File: config.mk
export PLATFORM = sky130hd
export DESIGN_NAME = branch_resolve_ex
export DESIGN_NICKNAME = d
export VERILOG_FILES = /design/src/rtl/branch_resolve_ex.sv
export SDC_FILE = /design/constraint.sdc
export NUM_CORES = 1
export LEC_CHECK = 0
export ABC_AREA = 1
export BUFFER_PORTS_ARGS = -buffer_cell sky130_fd_sc_hd__buf_2
export CAP_MARGIN = 5
export CELL_PAD_IN_SITES_DETAIL_PLACEMENT = 1
export CELL_PAD_IN_SITES_GLOBAL_PLACEMENT = 1
export CORE_MARGIN = 2
export CORE_UTILIZATION = 35
export CTS_BUF_LIST = sky130_fd_sc_hd__clkbuf_4 sky130_fd_sc_hd__clkbuf_8
export DETAILED_ROUTE_END_ITERATION = 16
export PLACE_DENSITY_LB_ADDON = 0.1
export SYNTH_ARGS = -nofsm -noshare
export SYNTH_HDL_FRONTEND = slang
export SYNTH_SLANG_ARGS = --single-unit
File: constraint.sdc
create_clock -name clk -period 3.7 [get_ports clk]
set_input_delay 0 -clock clk [delete_from_list [all_inputs] [get_ports clk]]
set_output_delay 0 -clock clk [all_outputs]
set_load 0.1 [all_outputs]
File: src/rtl/branch_resolve_ex.sv
// Execute-stage branch/jump resolution with registered redirect and wrong-path squash.
// Optional performance counters are built when BRU_PERF_CNT_EN is defined.
module branch_resolve_ex #(
    parameter int XLEN = 32
) (
    input  logic            clk,
    input  logic            rst_n,
    input  logic            i_in_valid,
    input  logic            i_stall,
    input  logic            i_flush,
    input  logic            i_is_branch,
    input  logic            i_is_jal,
    input  logic            i_is_jalr,
    input  logic [2:0]      i_funct3,
    input  logic [XLEN-1:0] i_pc,
    input  logic [XLEN-1:0] i_imm,
    input  logic [XLEN-1:0] i_rs1_data,
    input  logic [XLEN-1:0] i_rs2_data,
    input  logic            i_pred_taken,
    input  logic [XLEN-1:0] i_pred_target,
    output logic            o_redirect_valid,
    output logic [XLEN-1:0] o_redirect_pc,
    output logic            o_resolved_valid,
    output logic            o_resolved_taken,
    output logic [XLEN-1:0] o_resolved_pc,
    output logic [XLEN-1:0] o_link_data,
    output logic            o_illegal_cond,
    output logic [31:0]     o_branch_cnt,
    output logic [31:0]     o_mispredict_cnt
);

    typedef enum logic {
        ST_RUN    = 1'b0,
        ST_SQUASH = 1'b1
    } state_t;

    state_t r_state;
    state_t w_state_next;

    // Comparator: one subtractor gives equality, carry-based ltu and signed lt.
    logic [XLEN:0]   w_diff;
    logic            w_carry;
    logic            w_eq;
    logic            w_ltu;
    logic            w_lt;
    logic            w_cond;
    logic            w_illegal;
    logic            w_taken;
    logic [XLEN-1:0] w_pc_plus_imm;
    logic [XLEN-1:0] w_jalr_sum;
    logic [XLEN-1:0] w_target;
    logic [XLEN-1:0] w_pc_plus4;
    logic [XLEN-1:0] w_next_pc;
    logic            w_target_miss;
    logic            w_mispredict;
    logic            w_capture;

    assign w_diff  = {1'b0, i_rs1_data} + {1'b0, ~i_rs2_data} + {{XLEN{1'b0}}, 1'b1};
    assign w_carry = w_diff[XLEN];
    assign w_eq    = (w_diff[XLEN-1:0] == '0);
    assign w_ltu   = ~w_carry;
    assign w_lt    = (i_rs1_data[XLEN-1] & ~i_rs2_data[XLEN-1])
                   | (~(i_rs1_data[XLEN-1] ^ i_rs2_data[XLEN-1]) & ~w_carry);

    always_comb begin
        // NOTE: default first so every path assigns w_cond and no latch is inferred.
        w_cond = 1'b0;
        case (i_funct3)
            3'b000:  w_cond = w_eq;
            3'b001:  w_cond = ~w_eq;
            3'b100:  w_cond = w_lt;
            3'b101:  w_cond = ~w_lt;
            3'b110:  w_cond = w_ltu;
            3'b111:  w_cond = ~w_ltu;
            default: w_cond = 1'b0;
        endcase
    end

    assign w_illegal = i_is_branch & (i_funct3[2:1] == 2'b01);
    assign w_taken   = i_is_jal | i_is_jalr | (i_is_branch & w_cond);

    assign w_pc_plus_imm = i_pc + i_imm;
    assign w_jalr_sum    = i_rs1_data + i_imm;
    assign w_target      = i_is_jalr ? (w_jalr_sum & ~XLEN'(1)) : w_pc_plus_imm;
    assign w_pc_plus4    = i_pc + XLEN'(4);
    assign w_next_pc     = w_taken ? w_target : w_pc_plus4;

    // A correctly predicted direction still mispredicts if the predicted target is stale.
    assign w_target_miss = w_taken & i_pred_taken & (w_target != i_pred_target);
    assign w_mispredict  = (w_taken != i_pred_taken) | w_target_miss;

    always_comb begin
        w_state_next = r_state;
        w_capture    = 1'b0;
        case (r_state)
            ST_RUN: begin
                if (i_in_valid && !i_stall && !i_flush) begin
                    w_capture = 1'b1;
                    if (w_mispredict) begin
                        w_state_next = ST_SQUASH;
                    end
                end
            end
            ST_SQUASH: begin
                // The EX occupant is wrong-path: drop it and wait for it to move on.
                if (i_flush || !i_stall) begin
                    w_state_next = ST_RUN;
                end
            end
            default: w_state_next = ST_RUN;
        endcase
    end

    // NOTE: sequential state uses non-blocking assignments so all registers update together.
    always_ff @(posedge clk) begin
        if (!rst_n) begin
            r_state          <= ST_RUN;
            o_redirect_valid <= 1'b0;
            o_redirect_pc    <= '0;
            o_resolved_valid <= 1'b0;
            o_resolved_taken <= 1'b0;
            o_resolved_pc    <= '0;
            o_link_data      <= '0;
            o_illegal_cond   <= 1'b0;
        end else begin
            r_state          <= w_state_next;
            o_redirect_valid <= w_capture & w_mispredict;
            o_resolved_valid <= w_capture;
            if (w_capture) begin
                o_redirect_pc    <= w_next_pc;
                o_resolved_taken <= w_taken;
                o_resolved_pc    <= i_pc;
                o_link_data      <= w_pc_plus4;
                o_illegal_cond   <= w_illegal;
            end
        end
    end

`ifdef BRU_PERF_CNT_EN
    logic [31:0] r_branch_cnt;
    logic [31:0] r_mispredict_cnt;

    always_ff @(posedge clk) begin
        if (!rst_n) begin
            r_branch_cnt     <= '0;
            r_mispredict_cnt <= '0;
        end else if (w_capture) begin
            if (r_branch_cnt != 32'hFFFF_FFFF) begin
                r_branch_cnt <= r_branch_cnt + 32'd1;
            end
            if (w_mispredict && (r_mispredict_cnt != 32'hFFFF_FFFF)) begin
                r_mispredict_cnt <= r_mispredict_cnt + 32'd1;
            end
        end
    end

    assign o_branch_cnt     = r_branch_cnt;
    assign o_mispredict_cnt = r_mispredict_cnt;
`else
    assign o_branch_cnt     = '0;
    assign o_mispredict_cnt = '0;
`endif

endmodule
### Word-level counts from Yosys, hierarchy flattened

Index checks and enable logic that the tools add are counted.

| word-level totals | value |
|---|---|
| logic and storage cells | 56 |
| bits in registers | 101 |
| input bits | 172 |
| output and inout port bits | 164 |

| cells by class | value |
|---|---|
| $add $sub $neg | 5 |
| reductions and logical operators | 7 |
| bitwise logic cells | 19 |
| multiplexer cells | 9 |
| eq/ne operators | 8 |

Operator list:

| kind | count |
|---|---|
| 32-bit adder | 2 |
| 32-bit 2-to-1 mux | 2 |
| 32-bit by 32-bit adder with 33-bit output | 1 |
| 33-bit by 1-bit adder with 33-bit output (second input constant) | 1 |
| 32-bit by 3-bit adder with 32-bit output (second input constant) | 1 |
| 32-bit zero test | 1 |
| 32-bit inequality test | 1 |
| 32-bit NOT | 1 |
| 3-bit == test (second input constant) | 4 |
| 1-bit AND | 7 |
| 1-bit NOT | 6 |
| 1-bit one-hot mux with 6 select lines | 1 |
| 1-bit 2-to-1 mux | 5 |
| 1-bit bitwise OR | 4 |
| 3-bit by 1-bit == test with 1-bit output (second input constant) | 1 |
| 3-bit zero test | 1 |
| 2-bit by 1-bit == test with 1-bit output (second input constant) | 1 |
| 1-bit logical AND | 2 |
| 1-bit zero test | 2 |
| 1-bit one-hot mux with 2 select lines | 1 |
| 1-bit logical OR | 1 |
| 1-bit inequality test | 1 |
| 1-bit bitwise XOR | 1 |

### Longest topological paths before layout

Gate-level depths: netlist of run 1.

| logic depth | value |
|---|---|
| depth after elaboration | 16 |
| gate-level depth with buffers | 28 |
| mapped depth without buffers | 27 |

### Worst setup path before layout of run 1

Ideal clock, no wire load.

| timing path | value |
|---|---|
| path type | input -> register |
| from | input i_rs1_data[0] |
| to | register r_state |
| data required time | 3.586 ns |
| slack | 1.048 ns |
| data arrival time | 2.538 ns |
| stages on the path | 25 |
| setup time | 0.114 ns |
| path buffers | 1 |
| cell sequence | inv_1 ha_1 fa_1 inv_1 nand3_1 nand3_1 nand2_1 nand2_1 nand2_1 nand2_1 nand2_1 nand2_1 a21oi_1 o21ai_0 nand2_1 o21ai_1 nand3_2 nand2_4 nand2_4 buf_4 ha_1 inv_1 nand2_1 nand2_1 nand2_1 |

| on the way | value |
|---|---|
| longest elaborated chain between the ends | 15 |
| elaborated cells on any way between the ends | 21 |
| classes of those cells | 3 x add/sub; 2 x eq/ne; 5 x mux; 10 x bitwise; 1 x reduce/logical |

Ends and longest elaborated chain:

| element | line | source |
|---|---|---|
| from (decl) | 17 | `input logic [XLEN-1:0] i_rs1_data,` |
| 32-bit by 32-bit adder with 33-bit output (*) | 58 | `assign w_diff = {1'b0, i_rs1_data} + {1'b0, ~i_rs2_data} + {{XLEN{1'b0}}, 1'b1};` |
| 33-bit by 1-bit adder with 33-bit output (*) | 58 |  |
| parallel branches: the longest is 4 deep, another holds 32-bit zero test | -- |  |
| 1-bit one-hot mux with 6 select lines (*) | 68 | `case (i_funct3)` |
| 1-bit AND (*) | 80 | `assign w_taken = i_is_jal \| i_is_jalr \| (i_is_branch & w_cond);` |
| 1-bit bitwise OR (*) | 80 |  |
| via w_taken | 48 | `logic w_taken;` |
| 1-bit AND (2 in series) | 89 | `assign w_target_miss = w_taken & i_pred_taken & (w_target != i_pred_target);` |
| 1-bit bitwise OR (*) | 90 | `assign w_mispredict = (w_taken != i_pred_taken) \| w_target_miss;` |
| 1-bit 2-to-1 mux (*) | 99 | `if (w_mispredict) begin` |
| 1-bit 2-to-1 mux (*) | 97 | `if (i_in_valid && !i_stall && !i_flush) begin` |
| 1-bit one-hot mux with 2 select lines (*) | 95 | `case (r_state)` |
| to (signal assigned) | 126 | `r_state <= w_state_next;` |
| to (decl) | 37 | `state_t r_state;` |

Mark *: on every way through the listed nets, which the timed path passes.
A chain may end at the register's enable or synchronous reset.

### Worst setup path in the final report of run 1

| timing path | value |
|---|---|
| from | input i_pc[0] |
| to | register r_state |

| on the way | value |
|---|---|
| longest elaborated chain between the ends | 8 |

Ends and longest elaborated chain:

| element | line | source |
|---|---|---|
| from (decl) | 15 | `input logic [XLEN-1:0] i_pc,` |
| 32-bit adder | 82 | `assign w_pc_plus_imm = i_pc + i_imm;` |
| 32-bit 2-to-1 mux | 84 | `assign w_target = i_is_jalr ? (w_jalr_sum & ~XLEN'(1)) : w_pc_plus_imm;` |
| 32-bit inequality test | 89 |  |
| 1-bit AND | 89 |  |
| 1-bit bitwise OR | 90 |  |
| 1-bit 2-to-1 mux | 99 |  |
| 1-bit 2-to-1 mux | 97 |  |
| 1-bit one-hot mux with 2 select lines | 95 |  |

No other way between the ends.

==> results of run 1 <==
layout make-up:
cell class                 instances  area share (%)
antenna                            1          0.0170
clock buffer                       9           0.843
clock inverter                     7           0.715
inverter                         312            7.97
multi-input combinational       1758            61.2
sequential                        99            13.5
tap                              461            3.93
timing repair buffer             310            11.9
routing by layer:
layer,up-vias,share of wire [%],GRT usage [%]
met5,-,0,0
met1,7256,42,35.6
met4,0,3.9,11.5
met3,97,3.4,2.02
met2,364,50,54.0
li1,7558,-,-
layout by cell type (no fill, tap or decap), drive strengths merged:
cell         instances
xor2                25
clkbuf               9
o21bai               8
bufinv               2
o211a                2
nand4               24
nand3b              27
nor3b                1
clkinv               2
nor4                10
and2                 3
dfxtp               99
a21boi               4
dlygate4sd3         29
nor3                44
o21a                 5
a21oi              169
clkinvlp             1
o22a                 1
ha                  95
diode                1
nand3              157
a211oi               1
inv                314
conb                64
nand2              681
o211ai              24
fa                   3
a21o                 9
buf                281
or2                 19
nor2               230
xnor2               15
o21ai              137
final timing paths:
path,startpoint,cells after the start,slack [ps],to
hold reg to reg,o_redirect_pc[17],2,470,o_redirect_pc[17]
setup reg to reg,r_state,5,1620,o_link_data[22]
setup / recovery,i_pc[0],24,300,r_state
hold / removal,i_pc[14],3,30,o_resolved_pc[14]
critical path, cell delays in order:
cell and delay [ps]:
dlygate4sd3_1 560, buf_2 150, ha_1 230, fa_1 430, nand2_1 110, nand3_1 70, o21ai_1 220, o21ai_1 200
nand2_1 100, nand2_1 80, nand2_1 170, nand2_1 80, nand2_1 70, nand3_1 100, nand3b_1 110, nand2_1 60
nor2_1 130, nand2_1 90, nor2_1 300, nand3_1 160, nand2_1 80, nand2_1 50, nand2_1 70, nand2_1 60
report_power, final:
part,switching [uW],internal (uW)
Combinational,1950,643
Sequential,31.0,1120
Clock,426,392
Total,2400,2150
cell families (layout without fill, tap and decap cells):
group / Yosys count / in the layout
simple gates: 1196 / 1196
buf+inv: 418 / 638
compound gates: 360 / 360
flops: 99 / 99
fa+ha+maj: 98 / 98
xor+xnor: 40 / 40
other cells: 1 / 65
registers in the layout, summed over array words and instances (netlist names):
name,count
o_link_data,30
o_illegal_cond,1
o_redirect_valid,1
o_resolved_pc,32
o_resolved_valid,1
o_redirect_pc,32
r_state,1
o_resolved_taken,1
timing repair:
item                       CTS  global route
hold buffers                29             0
resized for setup            0             2
hold endpoints to repair    29             0
setup endpoints to repair    0             2
through the flow:
stage / util, % / std cells / hold WS (ps) / power [uW] / instance area, um2
global route: 41.4 / 2956 / 29.4 / 4840 / 14700
CTS: 41.4 / 2956 / 10.6 / 4570 / 14700
detailed placement: 39.9 / 2911 / 330 / 3720 / 14200
global placement: 39.9 / 2911 / 327 / 3680 / 14200
floorplan: - / 2275 / 90.0 / 3080 / 12800
finish: 41.4 / 2957 / 26.0 / 4560 / 14700
==> metrics.cfg, run 1 <==
[pwr]
power.density_nw_per_um2 = 310
leakagePower_uw = 0.00821
vdd_drop_max_mv = 0.341

[placed_design]
place_ws_ps = 78.4
numPortBuffers = 271
routabilityCongestion = 0.932
dp_hpwl_um = 48900

[yosys]
synth_cell_type_count = 44
avgSynthCellArea_um2 = 5.69
yosys.area.top_type = nand2_1
ys_async_sr_fraction_pct = 0
ys_seq_elements = 99
synth_enable_flop_cells = 0
synth_top_area_share_pct = 19.5
synthXorXnorAreaFrac_pct = 2.78
synth_mux_area_share_pct = 0
synth_top_family_by_area = simple AND/OR/NAND/NOR gates
yosysMostFrequentCell = nand2_1
synth_compound_area_share_pct = 16.0
synth-seq-area-share_pct = 15.7
synthAdderAreaFrac_pct = 9.92
synthSimpleGateAreaFrac_pct = 40.7
synth_area_um2 = 12600
synthTopCellsByArea = nand2_1 (19%), dfxtp_1 (16%), ha_1 (9.4%), inv_1 (9.2%), nor2_1 (6.6%)
ys.warnings.count = 0
ys.flop_type = dfxtp_1
post_synth_inst_count = 2212
synthTopCellsByCount = nand2_1 (653), inv_1 (310), nor2_1 (221)

[global_routing]
grt_pass1_wl_um = 86800
gr-usage-all-layers_pct = 29.4
antenna_found_initial = 0
grt_remaining_overflow = 0
grt_pass1_vias = 15600
grt_max_degree = 131

[routing]
antenna_left = 0
first_pass_iters = 4
drt_first_iter_violations = 687
wl_per_cell_um = 19.2
routed_wl_um = 56900
via_count = 15300
drc = 0
vias_per_cell = 5.17

[critical_path]
worstPathMaxFanout = 4
start_kind = input pin
end_kind = flip-flop
path_class = in2reg
critical_path_required_ps = 3990
crit_arrival_ps = 3680

[clocking]
post_cts_buffers = 0
clockRootBuffer = clkbuf_8
cts_buffers = 9
htree_levels = 3
cts.sinks = 99
cts_tree = done
clk_pin_slew_ps = 100
clockBufferDepth = 2
insertion_delay_ps = 380

[timing]
max_clock_freq_mhz = 294
finalCritPeriodShare_pct = 91.8
tightest_slew_ps = 1190
fin_crit_ps = 3400
grt_setup_unrepaired = false
fin_setup_tns_ps = 0
finalHoldViolations = 0
fin_worst_skew_ps = 7.97
slew_viol_final = 0
finalSetupViolCount = 0
worst_slack_ps = 304
slew_headroom_pct = 20.9

[floorplanning]
die_h_um = 194
dieArea_um2 = 37500
ios = 336
die_w_um = 194
rows = 69
core_um2 = 35500
initial_core_util_pct = 35.5

[job]
cap_violations = 0

[layout]
regArea_um2 = 1980
multi_input_area_um2 = 8990
area_delta_synth_final_pct = 16.8
drive_gt1_share_pct = 15.2
nFillCells = 5029
nets = 2760

[status]
status = finished, final reports clean

[hold_path]
hold_path.class = in2reg

Power figures use the tool's default switching activity.
==> run 2: changes to the inputs <==
--- a/config.mk
+++ b/config.mk
@@ -14,7 +14,7 @@
 export CORE_UTILIZATION = 35
 export CTS_BUF_LIST = sky130_fd_sc_hd__clkbuf_4 sky130_fd_sc_hd__clkbuf_8
 export DETAILED_ROUTE_END_ITERATION = 16
-export PLACE_DENSITY_LB_ADDON = 0.1
+export PLACE_DENSITY_LB_ADDON = 0.15
 export SYNTH_ARGS = -nofsm -noshare
 export SYNTH_HDL_FRONTEND = slang
 export SYNTH_SLANG_ARGS = --single-unit
==> metrics.cfg, run 2 (same netlist as run 1, synthesis figures left out) <==
[critical_path]
end_kind = flip-flop
critical_path_required_ps = 3990
worstPathMaxFanout = 5
path_class = in2reg
start_kind = input pin
crit_arrival_ps = 3710

[pwr]
p_sw_share_pct = 53.4
power.density_nw_per_um2 = 303
pwr-share-clk_pct = 15.8
vdd_drop_max_mv = 0.282
seq_power_share_pct = 26.0
power_switching_uw = 2360
intPower_uw = 2060
leakagePower_uw = 0.00818
combPwrFrac_pct = 58.2

[routing]
wl_per_cell_um = 18.9
drc = 0
via_count = 15000
antenna_left = 0
first_pass_iters = 4
routed_wl_um = 55700
drt_first_iter_violations = 579
vias_per_cell = 5.09

[floorplanning]
core_um2 = 35500
initial_core_util_pct = 35.5
ios = 336
rows = 69
die_w_um = 194
die_h_um = 194
dieArea_um2 = 37500

[clocking]
cts_tree = done
clockRootBuffer = clkbuf_8
clockBufferDepth = 2
htree_levels = 3
cts.sinks = 99
clk_pin_slew_ps = 90
insertion_delay_ps = 400
cts_buffers = 9

[timing]
slew_headroom_pct = 46.7
tightest_slew_ps = 799
fin_crit_ps = 3420
finalCritPeriodShare_pct = 92.4
fin_setup_tns_ps = 0
finalSetupViolCount = 0
grt_setup_unrepaired = false
whs_ps = 23.6
fin_worst_skew_ps = 11.0
worst_slack_ps = 281
finalHoldViolations = 0
max_clock_freq_mhz = 293
slew_viol_final = 0

[layout]
stdcell_area_um2 = 14600
final_common_cell = nand2_1
drive_gt1_share_pct = 15.1
nFillCells = 5123
nets = 2755
area_delta_synth_final_pct = 16.2
diodes = 0
top_regs = o_redirect_pc x32, o_resolved_pc x32, o_link_data x30
mostFrequentLayoutCells = nand2_1 (653), inv_1 (310), buf_2 (271)

[global_routing]
gr-usage-all-layers_pct = 28.9
antenna_found_initial = 0
grt_remaining_overflow = 0
grt_pass1_wl_um = 85200
grt_max_degree = 131
grt_pass1_vias = 15500

[placed_design]
routabilityCongestion = 0.957
place_ws_ps = 269
dp_hpwl_um = 47900
numPortBuffers = 271
placed_cell_area_um2 = 14200

[job]
cap_violations = 0

[hold_path]
hold_path.class = in2reg

[status]
status = finished, final reports clean

[run 2: cell count changes in the layout (fill, tap and decap cells not counted), sizes merged, moves of 2 or more]
cell,before,now
buf,281,279
clkinv,2,4
dlygate4sd3,29,26
bufinv,2,0
clkbuf,9,12
inv,314,312
[run 2: final cells by class]
type,count,area (um2),area share (%)
multi-input combinational,1758,8990,61.5
sequential,99,1980,13.6
timing repair buffer,305,1700,11.6
inverter,312,1170,8.01
tap,461,577,3.95
clock buffer,12,165,1.13
clock inverter,4,31.3,0.214
[run 2: metal layers]
layer / wire length, um / track usage, % / up-vias
met1: 24100 / 35.0 / 7119
met3: 1520 / 1.76 / 69
met4: 1760 / 9.75 / 0
met2: 28400 / 54.1 / 300
li1: - / - / 7545
met5: 0 / 0 / -
[run 2: per-stage QoR]
step / utilization, % / instances / total power, uW
after detailed placement: 39.9 / 2909 / 3710
after global placement: 39.9 / 2909 / 3680
final: 41.2 / 2951 / 4420
after floorplan: - / 2275 / 3080
after global routing: 41.2 / 2951 / 4710
after CTS: 41.2 / 2951 / 4440
[run 2: power groups by stage]
stage	combinational, uW	sequential (uW)	clock (uW)
3_5_place_dp	2540	1180	0
6_report	2570	1150	699
4_1_cts	2570	1150	719
5_1_grt	2800	1160	753
3_3_place_gp	2500	1170	0
2_1_floorplan	1510	1560	0
[run 2: worst max-delay path, stage by stage]
cell and delay [ps]:
dlygate4sd3_1 560, buf_2 180, ha_1 360, nand2_1 140
nor2_1 160, buf_4 130, nand2_1 80, o21ai_0 510
nand2_1 270, nand2_1 130, nand2_1 60, nand3_1 120
nand2_1 70, nand2_1 60, nand2_1 50, nor2_1 100
nand2_1 60, nor2_1 210, nand3_1 150, nand2_1 90
nand2_1 80, nand2_1 80, nand2_1 50
[run 2: path summary, 6_finish.rpt]
path	startpoint	end	slack, ps	cells past startpoint
worst min register to register	o_redirect_pc[24]	o_redirect_pc[24]	480	2
worst max register to register	r_state	o_redirect_pc[4]	1850	5
worst min-delay path	i_pc[25]	o_resolved_pc[25]	20	3
worst max-delay path	i_pc[7]	r_state	280	23
[run 2: what timing repair did]
item / 4_1_cts / 5_1_grt
endpoints found under the hold margin: 26 / 0
endpoints found under the setup margin: 0 / 1
gates resized for setup: 0 / 2
hold buffers: 26 / 0
setup buffers: 0 / 0
==> run 3: changes to the inputs <==
--- a/config.mk
+++ b/config.mk
@@ -5,7 +5,6 @@
 export SDC_FILE = /design/constraint.sdc
 export NUM_CORES = 1
 export LEC_CHECK = 0
-export ABC_AREA = 1
 export BUFFER_PORTS_ARGS = -buffer_cell sky130_fd_sc_hd__buf_2
 export CAP_MARGIN = 5
 export CELL_PAD_IN_SITES_DETAIL_PLACEMENT = 1
@@ -14,6 +13,7 @@
 export CORE_UTILIZATION = 35
 export CTS_BUF_LIST = sky130_fd_sc_hd__clkbuf_4 sky130_fd_sc_hd__clkbuf_8
 export DETAILED_ROUTE_END_ITERATION = 16
+export GPL_TIMING_DRIVEN = 0
 export PLACE_DENSITY_LB_ADDON = 0.15
 export SYNTH_ARGS = -nofsm -noshare
 export SYNTH_HDL_FRONTEND = slang
==> metrics.cfg, run 3 <==
[yosys]
synthTopCellsByArea = dfxtp_1 (16%), ha_1 (9.6%), a21oi_1 (7.8%), nand2_1 (7.3%), buf_4 (4.3%)
yosys.area.top_type = dfxtp_1
post_synth_inst_count = 1741
synth_mux_area_share_pct = 2.62
synth_cell_type_count = 94
synth_top_area_share_pct = 16.0
ys.flop_type = dfxtp_1
synthTopCellsByCount = nand2_1 (242), a21oi_1 (194), nor2_1 (117)
synthAdderAreaFrac_pct = 10.1
avgSynthCellArea_um2 = 7.13
synthXorXnorAreaFrac_pct = 7.85
synth_area_um2 = 12400
synth_top_family_by_area = compound AO/OA/AOI/OAI gates
ys_async_sr_fraction_pct = 0
synthSimpleGateAreaFrac_pct = 26.1
synth_enable_flop_cells = 0
ys_seq_elements = 99
synth-seq-area-share_pct = 16.0
synth_compound_area_share_pct = 28.6
ys.warnings.count = 0
yosysMostFrequentCell = nand2_1

[timing]
finalHoldViolations = 0
slew_viol_final = 0
finalSetupViolCount = 0
slew_headroom_pct = 45.6
fin_worst_skew_ps = 9.81
grt_setup_unrepaired = false
tightest_slew_ps = 796
max_clock_freq_mhz = 280
fin_crit_ps = 3570
finalCritPeriodShare_pct = 96.6

[pwr]
pwr-share-clk_pct = 17.2
power_switching_uw = 2340
p_sw_share_pct = 49.8
vdd_drop_max_mv = 0.213
leakagePower_uw = 0.00680
power.density_nw_per_um2 = 301
combPwrFrac_pct = 58.5
seq_power_share_pct = 24.3
intPower_uw = 2360
finalPower_uw = 4700

[floorplanning]
die_w_um = 192
die_h_um = 192
core_um2 = 34700
initial_core_util_pct = 35.7
rows = 68
dieArea_um2 = 37000
ios = 336

[routing]
via_count = 14500
drt_first_iter_violations = 696
first_pass_iters = 4
routed_wl_um = 55200
wl_per_cell_um = 21.4
vias_per_cell = 5.60
antenna_left = 0
drc = 0

[layout]
final_common_cell = buf_2
area_delta_synth_final_pct = 25.6
mostFrequentLayoutCells = buf_2 (279), nand2_1 (242), a21oi_1 (185)
nFillCells = 4470
multi_input_area_um2 = 9930
top_regs = o_redirect_pc x32, o_resolved_pc x32, o_link_data x30
stdcell_area_um2 = 15600
drive_gt1_share_pct = 22.6
regArea_um2 = 1980
nets = 2392

[critical_path]
critical_path.cell_chain = buf_8 > inv_4 > ha_4 > fa_2 > xor2_1 > o2111a_2 > o221ai_2 > or4_4 > nor4_4 > o2111ai_2 > a2111oi_4 > and3_4 > o211ai_4 > buf_6 > buf_12 > ha_4 > nor4bb_4 > a21oi_1 > nor3_1 > a31oi_1 > o21ai_1
crit_family = compound AO/OA/AOI/OAI gates
end_kind = flip-flop
path_buf_inv = 4
path_class = in2reg
critical-path-slowest-cell = or4_4
cpPeakStageDelay_ps = 560
start_kind = input pin
crit_arrival_ps = 3840
critical_path_required_ps = 3970
crit_top_cell = ha_4
worstPathMaxFanout = 3

[job]
cap_violations = 0

[clocking]
cts_buffers = 9
clk_pin_slew_ps = 90
clockRootBuffer = clkbuf_8
clockBufferDepth = 2
cts_tree = done
cts.sinks = 99
insertion_delay_ps = 390
htree_levels = 3

[global_routing]
antenna_found_initial = 8
gr-usage-all-layers_pct = 29.1
grt_remaining_overflow = 0
grt_max_degree = 17
grt_pass1_vias = 14600
grt_pass1_wl_um = 83000

[hold_path]
hold_path.class = in2reg

[status]
status = finished, final reports clean

[placed_design]
routabilityCongestion = 0.930
placed_cell_area_um2 = 14600
dp_hpwl_um = 46500
numPortBuffers = 270

run 3: cell types whose count changed after synthesis, sizes merged, moves of 32 or more:
cell	change
a31oi	+32
nand3	-109
o21ai	-58
xnor2	+42
inv	-259
nor2	-113
clkbuf	+39
nand2	-439
run 3: cell families (layout without fill, tap and decap cells):
family | Yosys count | count (layout)
and+or+nand+nor | 656 | 656
AOI/OAI and AO/OA | 540 | 540
buffers and inverters | 211 | 534
xor gates and xnor gates | 105 | 105
DFF | 99 | 99
adders and majority gates | 98 | 98
muxes | 31 | 31
other | 1 | 68
run 3: layer usage:
metal | global-route usage, % | part of all wire, % | up-vias | wire [um]
met3 | 3.24 | 4.4 | 80 | 2420
met5 | 0 | 0.071 | - | 39
met1 | 36.7 | 44 | 7007 | 24400
met2 | 51.4 | 48 | 341 | 26700
met4 | 9.48 | 3.1 | 6 | 1690
li1 | - | - | 7047 | -
run 3: worst paths after layout:
path / startpoint / endpoint / slack [ps] / cells after the start
min: i_pred_taken / r_state / 40 / 4
max reg2reg: r_state / o_link_data[2] / 1040 / 7
max: i_rs1_data[0] / r_state / 130 / 21
min reg2reg: o_resolved_taken / o_resolved_taken / 460 / 2
run 3: final cells by class:
class                   count  share of cell area [%]
diodes                      4                  0.0642
plain buffers             150                    5.66
clock buffers              11                   0.891
clock inverters             5                   0.546
inverters                  53                    1.29
multi-input cells        1494                    63.7
flip-flops and latches     99                    12.7
well taps                 455                    3.65
repair buffers            315                    11.5
run 3: per-stage QoR:
stage / hold slack [ps] / TNS [ps] / worst slack [ps] / cells / utilization, %
CTS: 27.6 / 0 / 0.906 / 2582 / 44.2
detailed placement: 300 / -20290 / -1390 / 2530 / 42.0
finish: 43.7 / 0 / 128 / 2586 / 44.9
floorplan: 136 / 0 / 37.8 / 1804 / -
global placement: 283 / -17990 / -1280 / 2529 / 42.0
global route: 50.3 / 0 / 13.0 / 2583 / 44.9
run 3: timing repair:
action | 4_1_cts | 5_1_grt
endpoints found under the setup margin | 30 | 24
setup buffers | 7 | 5
gates resized for setup | 39 | 40
pin swaps | 14 | 13
hold buffers | 32 | 0
endpoints found under the hold margin | 34 | 0
run 3: power groups by stage:
stage          Combinational (uW)  Clock, uW  Sequential [uW]
6_report                     2750        809             1140
5_1_grt                      2940        862             1140
4_1_cts                      2670        819             1140
3_5_place_dp                 2590          0             1160
3_3_place_gp                 2550          0             1160
2_1_floorplan                1600          0             1480
run 3: worst reg2reg max path, stage by stage (launching register included):
cell and delay, ps:
dfxtp_1 460, or4b_2 170, clkbuf_1 460, clkbuf_1 550, clkbuf_1 610, nor2_1 100, a21oi_1 140, nor2_1 50
